`src/rtl/fpga_cfg_pkg.sv`:
```
// Shared types and constants for the FPGA configuration loader.
// Covers the FSM states, the register word indices and the STATUS bit layout.
package fpga_cfg_pkg;

    typedef enum logic [1:0] {
        ST_IDLE = 2'd0,
        ST_LOAD = 2'd1,
        ST_DONE = 2'd2
    } cfg_state_e;

    // Register word index, taken from wbs_adr_i[3:2]
    localparam logic [1:0] REG_CTRL   = 2'd0;
    localparam logic [1:0] REG_LEN    = 2'd1;
    localparam logic [1:0] REG_DATA   = 2'd2;
    localparam logic [1:0] REG_STATUS = 2'd3;

    localparam int STAT_BUSY     = 0;
    localparam int STAT_DONE     = 1;
    localparam int STAT_FULL     = 2;
    localparam int STAT_EMPTY    = 3;
    localparam int STAT_OVERFLOW = 4;

    function automatic logic [31:0] pack_status(
        input logic [15:0] remaining,
        input logic        overflow,
        input logic        empty,
        input logic        full,
        input logic        done,
        input logic        busy
    );
        logic [31:0] s;
        s                = 32'h0000_0000;
        s[31:16]         = remaining;
        s[STAT_OVERFLOW] = overflow;
        s[STAT_EMPTY]    = empty;
        s[STAT_FULL]     = full;
        s[STAT_DONE]     = done;
        s[STAT_BUSY]     = busy;
        return s;
    endfunction

endpackage

```
`src/rtl/cfg_fifo.sv`:
```
// Word FIFO with synchronous reset and flush; a push while full succeeds
// only when a pop happens in the same cycle.
module cfg_fifo #(
    parameter int DEPTH = 4,
    parameter int WIDTH = 32
) (
    input  logic                     clk,
    input  logic                     rst,
    input  logic                     flush,
    input  logic                     push,
    input  logic                     pop,
    input  logic [WIDTH-1:0]         din,
    output logic [WIDTH-1:0]         dout,
    output logic                     full,
    output logic                     empty,
    output logic [$clog2(DEPTH):0]   count
);

    localparam int AW = $clog2(DEPTH);
    localparam logic [AW:0] FULL_CNT = (AW + 1)'(DEPTH);

    logic [WIDTH-1:0] mem_r [DEPTH];
    logic [AW:0]      wr_ptr_r;
    logic [AW:0]      rd_ptr_r;
    logic             do_push_s;
    logic             do_pop_s;

    assign count     = wr_ptr_r - rd_ptr_r;
    assign full      = (count == FULL_CNT);
    assign empty     = (count == {(AW + 1){1'b0}});
    assign dout      = mem_r[rd_ptr_r[AW-1:0]];
    assign do_pop_s  = pop & ~empty;
    assign do_push_s = push & (~full | do_pop_s);

    // Pointer update; the extra MSB distinguishes full from empty
    always_ff @(posedge clk) begin
        if (rst || flush) begin
            wr_ptr_r <= {(AW + 1){1'b0}};
            rd_ptr_r <= {(AW + 1){1'b0}};
        end else begin
            if (do_push_s) begin
                wr_ptr_r <= wr_ptr_r + (AW + 1)'(1);
            end
            if (do_pop_s) begin
                rd_ptr_r <= rd_ptr_r + (AW + 1)'(1);
            end
        end
    end

    // Storage write
    always_ff @(posedge clk) begin
        if (do_push_s) begin
            mem_r[wr_ptr_r[AW-1:0]] <= din;
        end
    end

endmodule

```
`src/rtl/fpga_cfg_loader.sv`:
```
// Wishbone-programmed loader that streams buffered configuration words to the
// fabric with valid/ready handshaking and signals completion.
module fpga_cfg_loader
    import fpga_cfg_pkg::*;
#(
    parameter logic [31:0] BASE_ADR   = 32'h3000_0000,
    parameter int          FIFO_DEPTH = 4
) (
    input  logic        wb_clk_i,
    input  logic        wb_rst_i,
    input  logic        wbs_stb_i,
    input  logic        wbs_cyc_i,
    input  logic        wbs_we_i,
    input  logic [3:0]  wbs_sel_i,
    input  logic [31:0] wbs_adr_i,
    input  logic [31:0] wbs_dat_i,
    output logic        wbs_ack_o,
    output logic [31:0] wbs_dat_o,
    output logic [31:0] cfg_data_o,
    output logic        cfg_valid_o,
    input  logic        cfg_ready_i,
    output logic        cfg_done_o,
    output logic        irq_o
);

    localparam int CW = $clog2(FIFO_DEPTH) + 1;

    cfg_state_e  state_r, state_next_s;
    logic [15:0] len_r;
    logic [15:0] rem_r, rem_next_s;
    logic        ovf_r, ovf_next_s;
    logic        irq_r, irq_s;
    logic        ack_r;
    logic [31:0] dat_r;
    logic [31:0] rd_data_s;

    logic        hit_s, acc_s, wr_s;
    logic [1:0]  reg_idx_s;
    logic        start_s, abort_s, push_s, len_wr_s, pop_s;

    logic [31:0] fifo_head_s;
    logic        fifo_full_s, fifo_empty_s;
    logic [CW-1:0] fifo_count_s;
    logic        unused_s;

    assign hit_s     = wbs_cyc_i & wbs_stb_i & (wbs_adr_i[31:4] == BASE_ADR[31:4]);
    // A held strobe is acked every other cycle, so each transfer is taken once
    assign acc_s     = hit_s & ~ack_r;
    assign wr_s      = acc_s & wbs_we_i & (wbs_sel_i == 4'hF);
    assign reg_idx_s = wbs_adr_i[3:2];
    assign start_s   = wr_s & (reg_idx_s == REG_CTRL) & wbs_dat_i[0];
    assign abort_s   = wr_s & (reg_idx_s == REG_CTRL) & wbs_dat_i[1];
    assign len_wr_s  = wr_s & (reg_idx_s == REG_LEN);
    assign push_s    = wr_s & (reg_idx_s == REG_DATA);

    assign cfg_valid_o = (state_r == ST_LOAD) & ~fifo_empty_s;
    assign cfg_data_o  = cfg_valid_o ? fifo_head_s : 32'h0000_0000;
    assign pop_s       = cfg_valid_o & cfg_ready_i;
    assign cfg_done_o  = (state_r == ST_DONE);
    assign irq_o       = irq_r;
    assign wbs_ack_o   = ack_r;
    assign wbs_dat_o   = dat_r;
    assign unused_s    = ^{wbs_adr_i[1:0], fifo_count_s};

    cfg_fifo #(
        .DEPTH (FIFO_DEPTH),
        .WIDTH (32)
    ) u_fifo (
        .clk   (wb_clk_i),
        .rst   (wb_rst_i),
        .flush (abort_s),
        .push  (push_s),
        .pop   (pop_s),
        .din   (wbs_dat_i),
        .dout  (fifo_head_s),
        .full  (fifo_full_s),
        .empty (fifo_empty_s),
        .count (fifo_count_s)
    );

    // Next-state, remaining-count and completion-pulse logic
    always_comb begin
        state_next_s = state_r;
        rem_next_s   = rem_r;
        irq_s        = 1'b0;
        if (abort_s) begin
            state_next_s = ST_IDLE;
            rem_next_s   = 16'h0000;
        end else begin
            case (state_r)
                ST_IDLE, ST_DONE: begin
                    if (start_s) begin
                        if (len_r != 16'h0000) begin
                            state_next_s = ST_LOAD;
                            rem_next_s   = len_r;
                        end else begin
                            state_next_s = ST_DONE;
                            irq_s        = 1'b1;
                        end
                    end else begin
                        state_next_s = state_r;
                    end
                end
                ST_LOAD: begin
                    if (pop_s) begin
                        if (rem_r > 16'h0001) begin
                            rem_next_s = rem_r - 16'h0001;
                        end else begin
                            rem_next_s   = 16'h0000;
                            state_next_s = ST_DONE;
                            irq_s        = 1'b1;
                        end
                    end else begin
                        rem_next_s = rem_r;
                    end
                end
                default: begin
                    state_next_s = ST_IDLE;
                    rem_next_s   = 16'h0000;
                end
            endcase
        end
    end

    // Sticky overflow: set by a dropped DATA write, cleared by START/ABORT
    always_comb begin
        ovf_next_s = ovf_r;
        if (start_s || abort_s) begin
            ovf_next_s = 1'b0;
        end else if (push_s && fifo_full_s && !pop_s) begin
            ovf_next_s = 1'b1;
        end else begin
            ovf_next_s = ovf_r;
        end
    end

    // Register read mux
    always_comb begin
        rd_data_s = 32'h0000_0000;
        case (reg_idx_s)
            REG_LEN:    rd_data_s = {16'h0000, len_r};
            REG_STATUS: rd_data_s = pack_status(rem_r, ovf_r, fifo_empty_s, fifo_full_s,
                                                cfg_done_o, state_r == ST_LOAD);
            default:    rd_data_s = 32'h0000_0000;
        endcase
    end

    // Bus acknowledge and read data, aligned on the same edge
    always_ff @(posedge wb_clk_i) begin
        if (wb_rst_i) begin
            ack_r <= 1'b0;
            dat_r <= 32'h0000_0000;
        end else begin
            ack_r <= acc_s;
            dat_r <= (acc_s && !wbs_we_i) ? rd_data_s : 32'h0000_0000;
        end
    end

    // Control state registers
    always_ff @(posedge wb_clk_i) begin
        if (wb_rst_i) begin
            state_r <= ST_IDLE;
            len_r   <= 16'h0000;
            rem_r   <= 16'h0000;
            ovf_r   <= 1'b0;
            irq_r   <= 1'b0;
        end else begin
            state_r <= state_next_s;
            rem_r   <= rem_next_s;
            ovf_r   <= ovf_next_s;
            irq_r   <= irq_s;
            if (len_wr_s) begin
                len_r <= wbs_dat_i[15:0];
            end
        end
    end

endmodule

```
`config.mk`:
```
export PLATFORM = sky130hd
export DESIGN_NAME = fpga_cfg_loader
export DESIGN_NICKNAME = d
export VERILOG_FILES = /design/src/rtl/fpga_cfg_pkg.sv /design/src/rtl/cfg_fifo.sv /design/src/rtl/fpga_cfg_loader.sv
export SDC_FILE = /design/constraint.sdc
export NUM_CORES = 1
export LEC_CHECK = 0
export BUFFER_PORTS_ARGS = -buffer_cell sky130_fd_sc_hd__buf_2
export CAP_MARGIN = 20
export CORE_ASPECT_RATIO = 1.4
export CORE_MARGIN = 4
export CORE_UTILIZATION = 60
export CTS_CLUSTER_SIZE = 10
export DETAILED_ROUTE_END_ITERATION = 8
export GPL_TIMING_DRIVEN = 0
export PLACE_DENSITY = 0.9
export SLEW_MARGIN = 30
export SYNTH_ARGS = -nofsm -noshare
export SYNTH_HDL_FRONTEND = slang
export SYNTH_SLANG_ARGS = --single-unit
```
`constraint.sdc`:
```
create_clock -name wb_clk_i -period 4.4 [get_ports wb_clk_i]
set_input_delay 0 -clock wb_clk_i [delete_from_list [all_inputs] [get_ports wb_clk_i]]
set_output_delay 0 -clock wb_clk_i [all_outputs]
set_load 0.05 [all_outputs]
```
==> results of run 1 <==
flip-flops by register name, summed over array words and instances, names as in the netlist, named ones only:
| name | flops |
|---|---|
| u_fifo.mem_r | 128 |
| wbs_dat_o | 32 |
| len_r | 16 |
| rem_r | 16 |
| u_fifo.rd_ptr_r | 3 |
| u_fifo.wr_ptr_r | 3 |
| state_r | 2 |
| irq_o | 1 |
| ovf_r | 1 |
| wbs_ack_o | 1 |
worst paths after layout:
check / startpoint / end / slack, ns / cells after the start
max: u_fifo.rd_ptr_r[1] / cfg_data_o[2] / 1.11 / 8
min: wbs_adr_i[2] / state_r[0] / 0.04 / 6
max reg2reg: wbs_ack_o / wbs_dat_o[14] / 1.27 / 8
min reg2reg: rem_r[13] / wbs_dat_o[29] / 0.50 / 1
worst min-delay path, delay by kind of cell:
| family | cells | cell delay (ns) |
|---|---|---|
| buffers and inverters | 1 | 0.14 |
| AND/OR/NAND/NOR | 4 | 0.28 |
| AO/OA/AOI/OAI | 1 | 0.06 |
report_power, final:
| part | internal (mW) | switching [mW] |
|---|---|---|
| registers | 2.04 | 0.0000000000179 |
| clock network | 1.05 | 0.718 |
| logic | 0.0495 | 0.0490 |
what timing repair did:
item                                   4_1_cts  5_1_grt
hold buffers                                39        0
setup endpoints to repair                    0        0
endpoints found under the hold margin      152        0
final cells by class:
class | instances | area (um2) | area share [%]
clock inverter | 1 | 7.51 | 0.0727
tap | 182 | 228 | 2.21
sequential | 205 | 5390 | 52.2
buffer | 26 | 135 | 1.31
timing repair buffer | 180 | 1160 | 11.3
inverter | 11 | 41.3 | 0.400
clock buffer | 42 | 689 | 6.68
multi-input combinational | 320 | 2670 | 25.9
cells by family (layout without fill, tap and decap cells):
group | count (synthesis) | after routing
DFF | 205 | 205
and+or+nand+nor | 187 | 187
buffers and inverters | 37 | 260
AOI/OAI and AO/OA | 56 | 56
muxes | 55 | 55
xor gates and xnor gates | 13 | 13
adders and majority gates | 9 | 9
stage by stage:
stage | hold WS (ns) | setup WS (ns) | utilization (%) | power [mW]
5_1_grt | 0.0791 | 0.993 | 77.1 | 4.02
4_1_cts | 0.0261 | 1.23 | 77.1 | 3.90
2_1_floorplan | 0.0989 | 1.81 | - | 2.09
6_report | 0.0430 | 1.11 | 77.1 | 3.91
3_5_place_dp | 0.216 | 1.81 | 69.0 | 2.15
3_3_place_gp | 0.211 | 1.38 | 68.3 | 2.14
per-layer routing:
| layer | share of wire, % | track usage, % | up-vias |
|---|---|---|---|
| li1 | - | - | 2517 |
| met1 | 34 | 33.3 | 2870 |
| met2 | 54 | 54.2 | 329 |
| met3 | 6.2 | 5.00 | 75 |
| met4 | 5.1 | 14.3 | 0 |
| met5 | 0 | 0 | - |
cell usage after synthesis (2+ instances only):
cell and n:
sky130_fd_sc_hd__and2_1 24, sky130_fd_sc_hd__xor2_1 7, sky130_fd_sc_hd__o22ai_1 3, sky130_fd_sc_hd__buf_2 8, sky130_fd_sc_hd__nor4_1 10, sky130_fd_sc_hd__ha_1 9
sky130_fd_sc_hd__a31oi_1 2, sky130_fd_sc_hd__nand2b_1 2, sky130_fd_sc_hd__o21ai_0 9, sky130_fd_sc_hd__nor2_1 49, sky130_fd_sc_hd__nand3b_1 2, sky130_fd_sc_hd__a21oi_1 19
sky130_fd_sc_hd__clkbuf_1 13, sky130_fd_sc_hd__nand2_1 16, sky130_fd_sc_hd__nand3_1 4, sky130_fd_sc_hd__and3_1 7, sky130_fd_sc_hd__o21ai_1 5, sky130_fd_sc_hd__nor4_4 3
sky130_fd_sc_hd__buf_6 3, sky130_fd_sc_hd__inv_1 11, sky130_fd_sc_hd__nor2b_1 37, sky130_fd_sc_hd__xnor2_1 6, sky130_fd_sc_hd__a221oi_2 6, sky130_fd_sc_hd__dfxtp_1 77
sky130_fd_sc_hd__edfxtp_1 128, sky130_fd_sc_hd__nor3b_1 3, sky130_fd_sc_hd__nor4_2 5, sky130_fd_sc_hd__mux2i_1 23, sky130_fd_sc_hd__nor3_1 17, sky130_fd_sc_hd__mux4_2 32
==> flow_metrics.py, run 1 <==
metrics = {
    "synth": {
        "synth.top_cell.area_share_pct": 46.7,
        "synth-compound-area-share_pct": 4.97,
        "synthFlopType": "sky130_fd_sc_hd__edfxtp_1",
        "count_of_mapped_cells_out_of_synthesis": 562,
        "postSynth.asyncResetShare_pct": 0,
        "avgSynthCellArea_um2": 14.6,
        "post_synthesis_share_of_cell_area_spent_on_full_adders_half_adders_and_majority_gates_pct": 1.37,
        "ys_warn_count": 0,
        "library_cell_occupying_the_most_area_in_the_post_synthesis_netlist": "sky130_fd_sc_hd__edfxtp_1",
        "combinational_family_with_the_most_area_after_synthesis": "simple AND/OR/NAND/NOR gates",
        "synthTopCellsByArea": "sky130_fd_sc_hd__edfxtp_1, sky130_fd_sc_hd__dfxtp_1, sky130_fd_sc_hd__mux4_2, sky130_fd_sc_hd__nor2b_1, sky130_fd_sc_hd__mux2i_1",
        "synthMuxAreaShare_pct": 11.6,
        "ys_seq_area_share_pct": 65.4,
        "yosys_register_bits": 205,
        "synth-simple-area-share_pct": 13.1,
        "mappedNetlistNets": 645,
        "synth_edf_count": 128,
        "ys_types": 52,
        "post_synth_xor_area_fraction_pct": 1.38,
        "synth.cell_area_um2": 8230,
    },
    "clock_tree": {
        "clk_buf_depth": 3,
        "clock-sinks": 205,
        "cts_setup_buffers": 0,
        "path_clk_slew_ns": 0.06,
        "cts_made_buffers": 24,
        "cts_tree": "done",
        "clock_latency_ns": 0.51,
        "postCtsResizedCells": 0,
        "htreeDepth": 1,
        "clock-root-buffer": "sky130_fd_sc_hd__clkbuf_16",
    },
    "global_routing": {
        "antenna_found_initial": 0,
        "grt_pass1_wl_um": 35300,
        "gr-total-overflow": 0,
        "grt.total_usage_pct": 29.7,
        "first_global_vias": 6157,
        "grt_start_max_net_pins": 26,
    },
    "critical_path": {
        "worstPathBufferInverterCount": 3,
        "worst-endpoint-required_ns": 4.40,
        "path_delay_family": "buffers and inverters",
        "worst-setup-path-type": "reg2out",
        "timing.critical_path.from_type": "flop",
        "critical_path.most_common_cell": "sky130_fd_sc_hd__nor2b_1",
        "critical_path_peak_fanout": 10,
        "slowest_stage": "sky130_fd_sc_hd__o21ai_0",
        "worst_ep_arrival_time_ns": 3.29,
        "slowest_delay_ns": 0.76,
        "crit_path_cell_trace": "inv_1 > ha_1 > nor2b_1 > xnor2_1 > o21ai_0 > clkbuf_1 > nor2b_1 > buf_2",
        "worst_setup_path_end_kind": "output port",
    },
    "placed_design": {
        "detailedPlacementHpwl_um": 14500,
        "dp.cells": 885,
        "numPortBuffers": 137,
        "gpl.final_weighted_congestion": 0.933,
        "placed_area_um2": 9240,
    },
    "floorplanning": {
        "core-area_um2": 13400,
        "die_footprint_um2": 15700,
        "chipWidth_um": 107,
        "ioPinCount": 142,
        "initial_utilization_pct": 61.5,
        "die_h_um": 147,
        "num_rows": 50,
    },
    "sta": {
        "hold_viol_final": 0,
        "max_freq_mhz": 304,
        "slew_violations": 0,
        "relSlewSlack_pct": 38.8,
        "finalClockSkew_ns": 0.0192,
        "post-route-period-util_pct": 74.7,
        "timing.setup.tns_ns": 0,
        "setup_viol": 0,
        "worst_slew_pin_slew_ns": 0.909,
        "fin_crit_ns": 3.29,
        "grt_setup_unrepaired": "no",
    },
    "finish": {
        "area_growth_syn_to_layout_pct": 25.4,
        "layout_common_cells": "sky130_fd_sc_hd__buf_2, sky130_fd_sc_hd__edfxtp_1, sky130_fd_sc_hd__dfxtp_1",
        "n_antenna_cell": 0,
        "post_route_non_filler_standard_cell_count": 967,
        "drive_above_1_share_pct": 30.4,
        "final_nets": 851,
        "final_area_um2": 10300,
        "final_common_cell": "sky130_fd_sc_hd__buf_2",
        "num-fill-cells": 788,
    },
    "detailed_routing": {
        "vias": 5791,
        "post_detailed_route_via_to_cell_ratio": 5.99,
        "routed_wirelength_um": 22800,
        "detail_route.wl_per_cell_um": 23.6,
        "violation_count_after_the_first_detailed_route_iteration": 621,
        "route.detailed.drc": 0,
        "route.antenna.remaining_nets": 0,
        "detail_route.first_pass.iterations": 5,
    },
    "job": {
        "timing.max_cap.violations": 0,
    },
    "worst_hold_path": {
        "timing.hold.worst.class": "in2reg",
    },
    "run_status": {
        "outcome": "completed",
    },
    "power": {
        "standby_leakage_power_nw": 3.92,
        "max-vdd-ir-drop_uv": 268,
        "power_per_cell_area_nw_per_um2": 379,
    },
}
Note: power is estimated with default switching activity, not from simulation.
==> run 2: changes to the inputs <==
--- a/config.mk
+++ b/config.mk
@@ -9,11 +9,11 @@
 export CAP_MARGIN = 20
 export CORE_ASPECT_RATIO = 1.4
 export CORE_MARGIN = 4
-export CORE_UTILIZATION = 60
+export CORE_UTILIZATION = 50
 export CTS_CLUSTER_SIZE = 10
 export DETAILED_ROUTE_END_ITERATION = 8
 export GPL_TIMING_DRIVEN = 0
-export PLACE_DENSITY = 0.9
+export PLACE_DENSITY = 0.8
 export SLEW_MARGIN = 30
 export SYNTH_ARGS = -nofsm -noshare
 export SYNTH_HDL_FRONTEND = slang
==> constraint.sdc (replaced) <==
create_clock -name wb_clk_i -period 2.9 [get_ports wb_clk_i]
set_input_delay 0 -clock wb_clk_i [delete_from_list [all_inputs] [get_ports wb_clk_i]]
set_output_delay 0 -clock wb_clk_i [all_outputs]
set_load 0.05 [all_outputs]
==> run 2 against run 1 <==
Compared with the run above: core utilization shrank 13 points; critical endpoint is now cfg_data_o[5]; register-to-register slack got worse by 1.1 ns; total power rose by 51%; global-route usage is 8.0 points lower; setup slack got worse by 0.95 ns; via count is 5.6% lower; flip-flop and latch count unchanged; sequential share of layout area down 0.076 points; count of clock-buffer cells in the layout fell by 1; die area up 19%.
==> flow_metrics.py, run 2 (synthesized netlist as in run 1, its figures left out) <==
metrics = {
    "run_status": {
        "outcome": "completed",
    },
    "sta": {
        "fin_crit_ns": 2.74,
        "timing.setup.tns_ns": 0,
        "post-route-period-util_pct": 94.5,
        "slew_violations": 0,
        "grt_setup_unrepaired": "no",
        "whs_ns": 0.0111,
        "finalClockSkew_ns": 0.0210,
        "hold_viol_final": 0,
        "setup_viol": 0,
        "relSlewSlack_pct": 54.0,
        "worst_slew_pin_slew_ns": 0.691,
        "max_freq_mhz": 365,
    },
    "clock_tree": {
        "htreeDepth": 1,
        "path_clk_slew_ns": 0.05,
        "clk_buf_depth": 3,
        "clock_latency_ns": 0.50,
        "cts_tree": "done",
        "clock-sinks": 205,
        "clock-root-buffer": "sky130_fd_sc_hd__clkbuf_16",
        "cts_made_buffers": 24,
    },
    "critical_path": {
        "slowest_delay_ns": 0.39,
        "timing.critical_path.from_type": "flop",
        "slowest_stage": "sky130_fd_sc_hd__dfxtp_1",
        "crit_path_cell_trace": "inv_1 > ha_1 > nor2b_1 > xnor2_1 > o21ai_2 > clkbuf_2 > nor2b_1 > buf_2",
        "path_delay_family": "buffers and inverters",
        "worst-setup-path-type": "reg2out",
        "critical_path_peak_fanout": 10,
        "worst_ep_arrival_time_ns": 2.74,
        "worstReg2RegStart": "wbs_ack_o",
        "regToRegSetupSlack_ns": 0.20,
        "ff2ff_path_depth": 6,
        "worst-endpoint-required_ns": 2.90,
        "worst_setup_path_end_kind": "output port",
        "worst_r2r_end": "u_fifo.mem_r[2][25]",
        "worstPathBufferInverterCount": 3,
        "critical_path.most_common_cell": "sky130_fd_sc_hd__nor2b_1",
    },
    "detailed_routing": {
        "met2RoutedLength_um": 11100,
        "total_routed_wire_length_on_the_met1_layer_um": 7610,
        "detail_route.wl_per_cell_um": 20.5,
        "route.antenna.remaining_nets": 0,
        "vias": 5466,
        "met3RoutedLength_um": 980,
        "route.detailed.drc": 0,
        "routed_wirelength_um": 20100,
        "post_detailed_route_via_to_cell_ratio": 5.56,
        "violation_count_after_the_first_detailed_route_iteration": 401,
        "top_signal_layer_used": "met4",
        "detail_route.first_pass.iterations": 5,
    },
    "power": {
        "standby_leakage_power_nw": 3.92,
        "max-vdd-ir-drop_uv": 519,
        "power_per_cell_area_nw_per_um2": 571,
    },
    "floorplanning": {
        "die_footprint_um2": 18600,
        "initial_utilization_pct": 50.9,
        "ioPinCount": 142,
        "core-area_um2": 16200,
        "num_rows": 55,
        "die_h_um": 160,
        "chipWidth_um": 116,
    },
    "placed_design": {
        "detailedPlacementHpwl_um": 13800,
        "gpl.final_weighted_congestion": 0.842,
        "numPortBuffers": 137,
    },
    "global_routing": {
        "antenna_found_initial": 0,
        "grt_pass1_wl_um": 31800,
        "grt_start_max_net_pins": 25,
        "grt.total_usage_pct": 21.8,
        "first_global_vias": 5984,
        "gr-total-overflow": 0,
    },
    "finish": {
        "n_antenna_cell": 0,
        "largest_register_ff_count": 128,
        "final_common_cell": "sky130_fd_sc_hd__buf_2",
        "drive_above_1_share_pct": 31.1,
        "final_nets": 851,
        "num-fill-cells": 1150,
        "area_growth_syn_to_layout_pct": 25.6,
        "layout_common_cells": "sky130_fd_sc_hd__buf_2, sky130_fd_sc_hd__edfxtp_1, sky130_fd_sc_hd__dfxtp_1",
    },
    "worst_hold_path": {
        "min_to": "ovf_r",
        "worstHoldPathCells": 4,
        "startpoint_of_the_tightest_hold_check_path": "cfg_ready_i",
        "timing.hold.worst.class": "in2reg",
    },
    "job": {
        "timing.max_cap.violations": 0,
    },
}
-- run 2: how the worst max path moves through the flow --
stage	end	cells past startpoint	slack [ns]	startpoint
after floorplan	u_fifo.mem_r[3][0]	4	0.31	wbs_ack_o
after global placement	u_fifo.mem_r[3][24]	6	-0.19	u_fifo.wr_ptr_r[0]
after detailed placement	cfg_data_o[5]	8	0.20	u_fifo.wr_ptr_r[0]
after CTS	cfg_data_o[5]	8	0.09	u_fifo.wr_ptr_r[0]
after global routing	cfg_data_o[12]	8	0.02	u_fifo.wr_ptr_r[0]
final	cfg_data_o[5]	8	0.16	u_fifo.wr_ptr_r[0]
-- run 2: metal layers --
layer | up-vias | global-route usage [%]
li1 | 2514 | -
met1 | 2736 | 25.3
met2 | 179 | 41.2
met3 | 37 | 2.73
met4 | 0 | 5.96
met5 | - | 0
-- run 2: metrics by stage --
step / setup WS (ns) / cell area (um2) / total power [mW] / utilization, % / cells
after floorplan: 0.310 / 8230 / 3.18 / - / 562
after global placement: -0.193 / 9170 / 3.25 / 56.7 / 898
after detailed placement: 0.202 / 9250 / 3.26 / 57.2 / 902
after CTS: 0.0926 / 10300 / 5.94 / 63.8 / 981
after global routing: 0.0219 / 10300 / 6.08 / 63.9 / 983
final: 0.161 / 10300 / 5.90 / 63.9 / 983
-- run 2: layout make-up --
type                            instances  area, um2  area share (%)
Multi-Input combinational cell        320       2680            25.9
Clock buffer                           41        686            6.63
Clock inverter                          1       7.51          0.0726
Inverter                               11       41.3           0.399
Tap cell                              199        249            2.41
Timing Repair Buffer                  180       1150            11.1
Sequential cell                       205       5390            52.1
Buffer                                 26        138            1.33
-- run 2: worst register-to-register path: cells and delay by family (launching register included) --
family,cells,cell delay [ns]
buffers and inverters,2,0.83
and+or+nand+nor,4,1.21
DFF,1,0.31
-- run 2: repair_timing --
| item | in CTS | in global routing |
|---|---|---|
| resized for setup | 2 | 6 |
| setup buffers | 0 | 2 |
| hold endpoints to repair | 152 | 0 |
| endpoints found under the setup margin | 30 | 40 |
| pin swaps | 0 | 1 |
| hold buffers | 37 | 0 |
-- run 2: power by group --
group          internal, mW    switching, mW  leakage (nW)
clock                  1.59             1.07         0.327
sequential             3.09  0.0000000000197          1.77
combinational        0.0742           0.0712          1.83
==> run 3: changes to the inputs <==
--- a/config.mk
+++ b/config.mk
@@ -9,11 +9,11 @@
 export CAP_MARGIN = 20
 export CORE_ASPECT_RATIO = 1.4
 export CORE_MARGIN = 4
-export CORE_UTILIZATION = 50
+export CORE_UTILIZATION = 56
 export CTS_CLUSTER_SIZE = 10
 export DETAILED_ROUTE_END_ITERATION = 8
 export GPL_TIMING_DRIVEN = 0
-export PLACE_DENSITY = 0.8
+export PLACE_DENSITY = 0.83
 export SLEW_MARGIN = 30
 export SYNTH_ARGS = -nofsm -noshare
 export SYNTH_HDL_FRONTEND = slang
==> constraint.sdc (replaced) <==
create_clock -name wb_clk_i -period 2.7 [get_ports wb_clk_i]
set_input_delay 0 -clock wb_clk_i [delete_from_list [all_inputs] [get_ports wb_clk_i]]
set_output_delay 0 -clock wb_clk_i [all_outputs]
set_load 0.05 [all_outputs]
==> run 3 against run 2 <==
Compared with the run above: non-clock buffer count fell by 1; setup slack got worse by 0.044 ns; critical path depth did not move; core utilization rose by 7.7 points.
==> flow_metrics.py, run 3 (synthesized netlist as in run 1, its figures left out) <==
metrics = {
    "run_status": {
        "outcome": "completed",
    },
    "clock_tree": {
        "clock_latency_ns": 0.50,
        "cts_made_buffers": 24,
        "cts_tree": "done",
        "clk_buf_depth": 3,
        "clock-root-buffer": "sky130_fd_sc_hd__clkbuf_16",
        "htreeDepth": 1,
        "clock-sinks": 205,
        "cts_setup_buffers": 0,
        "path_clk_slew_ns": 0.05,
    },
    "sta": {
        "whs_ns": 0.0235,
        "worst_slew_pin_slew_ns": 0.760,
        "finalClockSkew_ns": 0.00859,
        "fin_crit_ns": 2.58,
        "slew_violations": 0,
        "max_freq_mhz": 387,
        "hold_viol_final": 0,
        "relSlewSlack_pct": 49.3,
        "setup_viol": 0,
        "post-route-period-util_pct": 95.7,
    },
    "floorplanning": {
        "die_footprint_um2": 16700,
        "core-area_um2": 14400,
        "num_rows": 52,
        "die_h_um": 151,
        "chipWidth_um": 110,
        "ioPinCount": 142,
        "initial_utilization_pct": 57.0,
    },
    "detailed_routing": {
        "route.antenna.remaining_nets": 0,
        "routed_wirelength_um": 21900,
        "violation_count_after_the_first_detailed_route_iteration": 368,
        "vias": 5578,
        "post_detailed_route_via_to_cell_ratio": 5.73,
        "route.detailed.drc": 0,
        "detail_route.first_pass.iterations": 5,
        "detail_route.wl_per_cell_um": 22.6,
    },
    "finish": {
        "n_antenna_cell": 0,
        "final_common_cell": "sky130_fd_sc_hd__buf_2",
        "layout_common_cells": "sky130_fd_sc_hd__buf_2, sky130_fd_sc_hd__edfxtp_1, sky130_fd_sc_hd__dfxtp_1",
        "area_growth_syn_to_layout_pct": 25.8,
        "post_route_non_filler_standard_cell_count": 973,
        "final-seq-area_um2": 5390,
        "num-fill-cells": 923,
        "final_nets": 850,
        "multi_input_comb_area_um2": 2690,
        "final_util_pct": 71.7,
        "largest_register_ff_count": 128,
        "drive_above_1_share_pct": 31.3,
    },
    "power": {
        "seqPwrFrac_pct": 52.0,
        "power_report.internal_total_mw": 5.14,
        "netSwitchingFraction_pct": 19.6,
        "comb_power_share_pct": 2.5,
        "max-vdd-ir-drop_uv": 448,
        "power_per_cell_area_nw_per_um2": 618,
        "standby_leakage_power_nw": 3.93,
        "pwr-share-clk_pct": 45.6,
        "power_switching_mw": 1.25,
    },
    "job": {
        "timing.max_cap.violations": 0,
    },
    "critical_path": {
        "worst-setup-path-type": "reg2out",
        "worst_setup_path_end_kind": "output port",
        "regToRegSetupSlack_ns": 0.14,
        "ff2ff_path_depth": 9,
        "critical_path_peak_fanout": 10,
        "worst_r2r_end": "rem_r[9]",
        "worst_ep_arrival_time_ns": 2.58,
        "worstReg2RegStart": "u_fifo.wr_ptr_r[0]",
        "worst-endpoint-required_ns": 2.70,
        "timing.critical_path.from_type": "flop",
    },
    "placed_design": {
        "detailedPlacementHpwl_um": 13800,
        "dp.cells": 892,
        "numPortBuffers": 137,
        "gpl.final_weighted_congestion": 0.883,
    },
    "global_routing": {
        "grt.total_usage_pct": 26.4,
        "gr-total-overflow": 0,
        "first_global_vias": 6063,
        "grt_pass1_wl_um": 34100,
        "grt_start_max_net_pins": 24,
        "antenna_found_initial": 0,
    },
    "worst_hold_path": {
        "timing.hold.worst.class": "in2reg",
        "min_to": "state_r[0]",
        "startpoint_of_the_tightest_hold_check_path": "wbs_adr_i[13]",
        "worstHoldPathCells": 6,
    },
}
run 3: worst max-delay path by stage:
stage,startpoint,depth (start not counted),end
after floorplan,wbs_ack_o,4,u_fifo.mem_r[3][0]
after global placement,u_fifo.wr_ptr_r[0],6,u_fifo.mem_r[3][27]
after detailed placement,u_fifo.wr_ptr_r[0],8,cfg_data_o[4]
after CTS,u_fifo.wr_ptr_r[0],8,cfg_data_o[22]
after global routing,u_fifo.wr_ptr_r[0],8,cfg_data_o[3]
final,u_fifo.wr_ptr_r[0],8,cfg_data_o[4]
run 3: final cells by class:
| type | instances | area share (%) |
|---|---|---|
| multi-input combinational | 320 | 26.0 |
| buffer | 26 | 1.34 |
| sequential | 205 | 52.0 |
| inverter | 11 | 0.399 |
| timing repair buffer | 179 | 11.1 |
| tap | 189 | 2.28 |
| clock buffer | 42 | 6.76 |
| clock inverter | 1 | 0.0484 |
run 3: per-stage QoR:
step                      power, mW  worst slack [ns]  setup TNS, ns  area (um2)
after CTS                      6.40            0.0232              0       10300
after floorplan                3.41             0.110              0        8230
after global placement         3.49            -0.382         -44.16        9150
after detailed placement       3.50            0.0305              0        9240
final                          6.39             0.117              0       10300
after global routing           6.57           -0.0157        -0.0313       10300
run 3: what timing repair did:
action / CTS / global route
hold buffers: 38 / 0
gates resized for setup: 5 / 5
hold endpoints to repair: 153 / 0
setup endpoints to repair: 33 / 30
run 3: routing by layer:
layer / vias up / GRT usage [%] / routed length, um / share of wire, %
met1: 2741 / 28.3 / 7520 / 34
met4: 0 / 13.8 / 1220 / 5.5
met5: - / 0 / 0 / 0
li1: 2519 / - / - / -
met2: 251 / 50.1 / 12000 / 55
met3: 67 / 4.12 / 1180 / 5.4
run 3: power by group through the flow:
stage / logic, mW / registers, mW / clock network [mW]
detailed placement: 0.111 / 3.39 / 0
finish: 0.158 / 3.32 / 2.91
floorplan: 0.0248 / 3.39 / 0
global route: 0.170 / 3.32 / 3.08
CTS: 0.155 / 3.32 / 2.92
global placement: 0.103 / 3.39 / 0
run 3: critical path, cell delays in order, from the launching register on:
cell and delay (ns):
sky130_fd_sc_hd__dfxtp_1 0.39, sky130_fd_sc_hd__inv_1 0.11, sky130_fd_sc_hd__ha_1 0.20, sky130_fd_sc_hd__nor2b_1 0.17
sky130_fd_sc_hd__xnor2_2 0.28, sky130_fd_sc_hd__o21ai_4 0.16, sky130_fd_sc_hd__clkbuf_2 0.25, sky130_fd_sc_hd__nor2b_1 0.27
sky130_fd_sc_hd__buf_4 0.25
